===== src/rtl/umtrx_pkt_arbiter.sv =====
// Packet-boundary arbiter: four 36-bit sources (CPU, ctrl, DSP, error) share one framer path.
// Weighted round-robin between packets, with a strict-priority mask that overrides the rotation.
module umtrx_pkt_arbiter #(
    parameter logic [7:0] BASE  = 8'd0,
    parameter int         WIDTH = 36
) (
    input  logic               clk,
    input  logic               reset,
    input  logic               clear,
    input  logic               set_stb,
    input  logic [7:0]         set_addr,
    input  logic [31:0]        set_data,
    input  logic [4*WIDTH-1:0] i_data,
    input  logic [3:0]         i_valid,
    output logic [3:0]         i_ready,
    output logic [WIDTH-1:0]   o_data,
    output logic               o_valid,
    input  logic               o_ready,
    output logic [31:0]        status
);

    // Handshake: a word moves only on a cycle where valid and ready are both high; valid never
    // depends on ready, ready may depend on valid-side state but not the reverse.

    typedef enum logic [1:0] {
        IDLE = 2'd0,
        ARB  = 2'd1,
        PASS = 2'd2
    } state_t;

    state_t          state;
    logic [3:0][7:0] weights;
    logic [3:0][7:0] credit;
    logic [3:0]      prio_mask;
    logic [1:0]      grant;
    logic [1:0]      rr_ptr;
    logic            rr_fresh;
    logic            prio_pkt;
    logic [7:0]      pkt_cnt;

    logic [WIDTH-1:0] in_word [4];
    logic [3:0]       eligible;
    logic             prio_hit;
    logic [1:0]       prio_sel;
    logic             keep_ok;
    logic             scan_hit;
    logic [1:0]       scan_sel;
    logic [1:0]       scan_start;
    logic [1:0]       scan_idx;
    logic             busy;
    logic             xfer_eof;

    always_comb begin
        for (int n = 0; n < 4; n++) begin
            in_word[n]  = i_data[n*WIDTH +: WIDTH];
            eligible[n] = i_valid[n] && (weights[n] != 8'd0);
        end
    end

    always_comb begin
        prio_hit = |(eligible & prio_mask);
        prio_sel = 2'd0;
        for (int n = 3; n >= 0; n--) begin
            if (eligible[n] && prio_mask[n]) prio_sel = 2'(n);
        end
    end

    // Until the first round-robin grant after reset/clear the scan starts at input 0.
    always_comb begin
        scan_start = rr_fresh ? 2'd0 : rr_ptr + 2'd1;
        scan_hit   = 1'b0;
        scan_sel   = 2'd0;
        scan_idx   = 2'd0;
        for (int i = 3; i >= 0; i--) begin
            scan_idx = scan_start + 2'(i);
            if (eligible[scan_idx]) begin
                scan_hit = 1'b1;
                scan_sel = scan_idx;
            end
        end
    end

    assign keep_ok = (credit[rr_ptr] != 8'd0) && eligible[rr_ptr];
    assign busy    = (state == PASS);

    always_comb begin
        o_data  = in_word[grant];
        o_valid = busy && i_valid[grant];
        i_ready = 4'b0000;
        if (busy) i_ready[grant] = o_ready;
    end

    assign xfer_eof = o_valid && o_ready && o_data[33];
    assign status   = {16'd0, pkt_cnt, 2'b00, state, busy, 1'b0, grant};

    always_ff @(posedge clk) begin
        if (reset) begin
            weights   <= {4{8'd1}};
            prio_mask <= 4'b0000;
        end else if (set_stb) begin
            if (set_addr == BASE) weights <= set_data;
            if (set_addr == BASE + 8'd1) prio_mask <= set_data[3:0];
        end
    end

    always_ff @(posedge clk) begin
        if (reset || clear) begin
            state    <= IDLE;
            grant    <= 2'd0;
            rr_ptr   <= 2'd0;
            rr_fresh <= 1'b1;
            credit   <= '0;
            prio_pkt <= 1'b0;
            pkt_cnt  <= 8'd0;
        end else begin
            case (state)
                IDLE: if (|eligible) state <= ARB;
                ARB: begin
                    if (prio_hit) begin
                        grant    <= prio_sel;
                        prio_pkt <= 1'b1;
                        state    <= PASS;
                    end else if (keep_ok) begin
                        grant    <= rr_ptr;
                        prio_pkt <= 1'b0;
                        state    <= PASS;
                    end else if (scan_hit) begin
                        grant            <= scan_sel;
                        rr_ptr           <= scan_sel;
                        rr_fresh         <= 1'b0;
                        credit[scan_sel] <= weights[scan_sel];
                        prio_pkt         <= 1'b0;
                        state            <= PASS;
                    end else begin
                        state <= IDLE;
                    end
                end
                PASS: begin
                    if (xfer_eof) begin
                        // Priority packets ride outside the rotation and leave credit untouched.
                        if (!prio_pkt && credit[grant] != 8'd0)
                            credit[grant] <= credit[grant] - 8'd1;
                        pkt_cnt <= pkt_cnt + 8'd1;
                        state   <= ARB;
                    end
                end
                default: state <= IDLE;
            endcase
        end
    end

endmodule


===== config.mk =====
export PLATFORM = sky130hd
export DESIGN_NAME = umtrx_pkt_arbiter
export DESIGN_NICKNAME = d
export VERILOG_FILES = /design/src/rtl/umtrx_pkt_arbiter.sv
export SDC_FILE = /design/constraint.sdc
export NUM_CORES = 1
export LEC_CHECK = 0
export ABC_CLOCK_PERIOD_IN_PS = 5900
export CAP_MARGIN = 0
export CORE_MARGIN = 2
export CORE_UTILIZATION = 45
export CTS_BUF_LIST = sky130_fd_sc_hd__clkbuf_16
export DETAILED_ROUTE_END_ITERATION = 16
export PLACE_DENSITY_LB_ADDON = 0.3
export SYNTH_ARGS = -nofsm -noshare
export SYNTH_HDL_FRONTEND = slang
export SYNTH_SLANG_ARGS = --single-unit

===== constraint.sdc =====
create_clock -name clk -period 5.9 [get_ports clk]
set_clock_uncertainty 0.05 [all_clocks]
set_input_delay 0.59 -clock clk [delete_from_list [all_inputs] [get_ports clk]]
set_output_delay 0.59 -clock clk [all_outputs]
set_load 0.005 [all_outputs]

# Word level (Yosys, flattened, before mapping)
# Index checks and enable logic that the tools add are counted.
# totals
rom_bits	0
ram_bits	0
n_memories	0
inputBits	193
latchBits	0
wordCells	142
reg_bits	84
# classes
n_mux	61
shifts	0
n_div	0
bitwise	5
reduce_logical	36
mul	0
add_sub_neg	6
magnitude_cmp	10
eq_ne	9
# ops
operator	count
$mux W32	5
$bmux W36 S2	1
$mux W36	2
$bwmux W32	2
$pmux W32 S2	1
$bmux W8 S2	3
$reduce_bool A8 Y1	6
$mux W8	5
$mux W2	17
$demux W8 S2	2
$lt A2 B3 Y1 const B	7
$logic_and A1 B1 Y1	15
$mux W1	14
$bmux W1 S2	6
$reduce_and A2 Y1	5
$add A8 B1 Y8 const B	1
$and A4 B4 Y4	2
$eq A8 B1 Y1 const B	1
$logic_not A8 Y1	1
$ne A2 B2 Y1 const B	4
$reduce_or A4 Y1	2
$sub A8 B1 Y8 const B	1
$pmux W2 S3	1
$reduce_and A6 Y1	1
17 further kinds	22

# Logic depth before layout (Yosys ltp)
# depth
word_depth	18
mapped_depth	11

# Least setup slack after synthesis
# No wires, ideal clock.
# synth_path
kind	reg2out
startpoint	reg grant[0]
endpoint	out o_data[15]
path_stages_with_launch	6
path_buffers	4
t_required_ns	5.260
path_slack_ns	2.894
arrival_ns	2.366
path_cell_list	dfxtp_1 -> buf_2 -> buf_2 -> buf_1 -> buf_1 -> mux4_2
# synth_via
elab_chain_len	4
# synth_rtl
item	line_no	source
start, declared	35	logic [1:0] grant;
start signal, assigned	120	grant <= prio_sel;
start signal, assigned	124	grant <= rr_ptr;
start signal, assigned	128	grant <= scan_sel;
$not A2 Y3 (not written as such)	87	o_data = in_word[grant];
$bmux W36 S2	87	
$mux W36 (not written as such) (2 in a row)	87	
end, declared	16	output logic [WIDTH-1:0] o_data,
# No other way between the ends. The select of a mux whose other input is x is not followed.

# Worst setup path in the final report
# layout_path
startpoint	reg grant[1]
endpoint	reg credit[3] (netlist name)
# layout_via
elab_chain_len	8
# layout_rtl
item	line_no	source
parallel branches: the longest is 8 deep, another holds $sub A8 B1 Y8	n/a	
end signal, assigned by index	131	credit[scan_sel] <= weights[scan_sel];
end signal, assigned by index	142	credit[grant] <= credit[grant] - 8'd1;
end, declared	33	logic [3:0][7:0] credit;
# Parallel ways; which one is timed is not known. The select of a mux whose other input is x is not followed.
# A chain may end at the register's enable or synchronous reset.

==> results.md <==
- P_sw: 0.375 mW
- Finish-stage setup viols: 0
- Clk pwr share: 0.391
- VDD IR max: 169 uV
- Post-CTS setup buffers: 0
- Worst-Margin Slew: 1.18 ns
- Via density: 5.88
- Mean Syn Cell Area: 9.19 sq um
- Synth Area in Adders: 0.00452
- Number of enable flip-flop cells after synthesis: 0
- Gr usage total: 0.310
- PortBufs: 246
- Period minus WS final: 3.90 ns
- Post_cts resized: 0
- Layout Nets: 1018
- DRC: 0
- GRT Residual Overflow: 0
- DP Area: 7950 sq um
- #FFs+latches synth: 84
- Cts hold-fix bufs: 0
- Worst-skew pair later-pin latency: 0.35 ns
- Main combinational cell family by area after synthesis: multiplexers
- Setup TNS: 0 ns
- Largest net degree at the start of global routing: 39
- Die extent in y: 115 um
- Final Hold Violating Endpoints: 0
- Netlist cell types: 67
- Ys Warns: 0
- DRT antenna net count: 0
- Slew Viols, Final: 0
- Ant diodes: 0
- TritonCTS clock tree: built
- Detailed-placement wirelength estimate: 16900 um
- Synthesized instance count: 602
- Internal power: 1.14 mW
- Die ar.: 13200 sq um
- Core ar.: 12000 sq um
- Asr flop ratio synth: 0
- Die Wd: 115 um
- Row cnt: 40
- Switching fraction of total power: 0.247
- I/O pins: 266
- Mapped Area: 5530 sq um
- Maxcap violations: 0
- Initial antenna violation count: 0
- Ys flop type: dfxtp_1
- CP Capture Type: flop
- Final instance area: 8260 sq um
- CTS Buf Count: 9
- CTS clock-pin slew for the worst setup and hold paths: 0.06 ns
- Drt pass-1 iters: 5
- Max Clk Rate: 0.257 GHz
- Comb pwr share: 0.227
- CP required: 6.04 ns
- Synth Area in Simple Gates: 0.178
- Status: completed
- First-pass GRT wire length: 31100 um
- RD Place Congestion: 0.920
- Share of cells above drive strength 1: 0.121
- Startpoint types: flop
- Synth Area in Compound Gates: 0.211
- Sequential fraction of the synthesis area: 0.304
- Worst Hold Class: flop to flop
- Initial Util: 0.461
- Root Buffer: clkbuf_16
- Drt total wl: 21100 um
- Crit-path max FO: 36
- WL/cell: 21.7 um
- WP data arrival: 4.03 ns
- Sequential Power Share: 0.381
- Crit path kind: flop to flop
- Number of global-route vias before repair: 5609
- Rel. slew slack: 0.214
- Total number of vias: 5724
- Clock sink count: 84
- Multiplexer share of the synthesized area: 0.212
- CTS H-tree depth: 3
- Max Buffers Root-to-Sink: 2
- Final period util: 0.660
- LEAKAGE: 2.85 nW
- Filler cells: 934
- XOR/XNOR Fraction of Synth Area: 0.0190
- RSZ-0062 raised after global routing: no
- Iter 0 DRT Violations: 659
- P per Cell Area: 184 nW/um^2
- Layout area overhead: 49.3%
-- routing by layer --
layer	part of all wire	GRT usage	routed length, um
met5	0	0	0
met4	0.036	0.132	758
met3	0.092	0.0522	1950
met2	0.48	0.516	10200
met1	0.39	0.399	8220
-- cell usage in the layout (no fill, tap or decap), types with 4 or more instances in the layout --
cell,synthesis,routed
a211oi_1,7,7
or2_2,4,4
a21oi_1,70,70
xor2_1,6,6
mux4_2,45,45
a211oi_2,15,15
inv_1,15,17
nor4_1,11,11
nor2_1,55,54
a22oi_1,13,13
clkbuf_16,0,9
clkdlybuf4s50_1,0,246
and2_1,4,4
xnor2_1,6,6
mux2i_1,16,16
or4_1,6,6
nor3_1,14,14
nand3_1,9,9
nand2_1,87,87
o21ai_0,14,14
o21a_1,6,6
conb_1,1,19
buf_4,21,4
dfxtp_1,84,82
-- final timing paths --
| kind | start | to | slack, ns | depth (start not counted) |
|---|---|---|---|---|
| setup / recovery | grant[1]$_SDFFE_PP0P_ | credit[3]$_SDFFE_PP0P_ | 2.00 | 6 |
| hold / removal | state[0]$_SDFFE_PP0P_ | state[0]$_SDFFE_PP0P_ | 0.41 | 1 |
| setup reg to reg | grant[1]$_SDFFE_PP0P_ | credit[3]$_SDFFE_PP0P_ | 2.00 | 6 |
| hold reg to reg | state[0]$_SDFFE_PP0P_ | state[0]$_SDFFE_PP0P_ | 0.41 | 1 |
-- final cells by class --
class / instances / area [sq um] / share of cell area
clock inverters: 6 / 81.3 / 0.00985
well taps: 147 / 184 / 0.0223
repair buffers: 250 / 2490 / 0.302
multi-input cells: 462 / 3530 / 0.427
clock buffers: 9 / 225 / 0.0273
inverters: 16 / 60.1 / 0.00727
flip-flops and latches: 84 / 1690 / 0.204
-- flip-flops by register name (all words and copies together) (netlist names) --
register and flops:
credit 32, weights 32, pkt_cnt 8, prio_mask 4, grant 2, rr_ptr 2
state 2, prio_pkt 1, rr_fresh 1
-- cell usage after synthesis (2+ instances only) --
library cell	number	area share
ha_1	2	0.0045
nor3_1	14	0.013
xor2_1	6	0.0095
and2_1	4	0.0045
a211oi_1	7	0.0095
nor2_4	2	0.0041
buf_6	4	0.0081
or3_1	3	0.0034
or2_2	4	0.0045
buf_4	21	0.029
nor4_1	11	0.012
a21oi_1	70	0.063
dfxtp_1	84	0.30
or4_4	2	0.0041
buf_1	5	0.0034
or4_1	6	0.0081
nor3b_1	2	0.0027
nand2_1	87	0.059
a211oi_2	15	0.034
o31ai_1	2	0.0027
nand3_1	9	0.0081
a22oi_1	13	0.018
buf_2	3	0.0027
o21ai_1	2	0.0018
mux2i_1	16	0.029
nand2b_1	3	0.0034
nor2_1	55	0.037
mux4_2	45	0.18
o21ai_0	14	0.013
clkbuf_1	25	0.017
inv_1	15	0.010
o21a_1	6	0.0081
and3_1	2	0.0023
a22o_1	3	0.0048
xnor2_1	6	0.0095
nand3b_1	3	0.0041
-- metrics by stage --
step           std cells  hold WS, ns  setup slack [ns]  utilization  total power, mW
3_5_place_dp         959        0.404              1.95        0.662            0.930
2_1_floorplan        620        0.394              2.89            -            0.738
4_1_cts              974        0.414              2.09        0.688             1.51
3_3_place_gp         959        0.393              2.03        0.662            0.925
5_1_grt              974        0.447              1.79        0.688             1.56
6_report             974        0.411              2.00        0.688             1.52
-- critical path: stages, from the launching register on --
cell      delay (ns)
dfxtp_2         0.91
buf_4           0.43
mux4_2          0.27
nand3_1         0.32
a221oi_4        1.08
and2_1          0.53
a211oi_2        0.13
-- logic make-up after synthesis --
group,after synthesis
compound gates,156
xor+xnor,12
fa+ha+maj,2
buf+inv,74
flops,84
mux,61
other cells,1
simple gates,212
-- power groups by stage --
stage	combinational (mW)	clock, mW	sequential (mW)
3_3_place_gp	0.334	0	0.591
5_1_grt	0.362	0.615	0.579
4_1_cts	0.341	0.595	0.578
3_5_place_dp	0.339	0	0.591
6_report	0.345	0.593	0.579
2_1_floorplan	0.151	0	0.587
(Power assumes the default switching activity.)
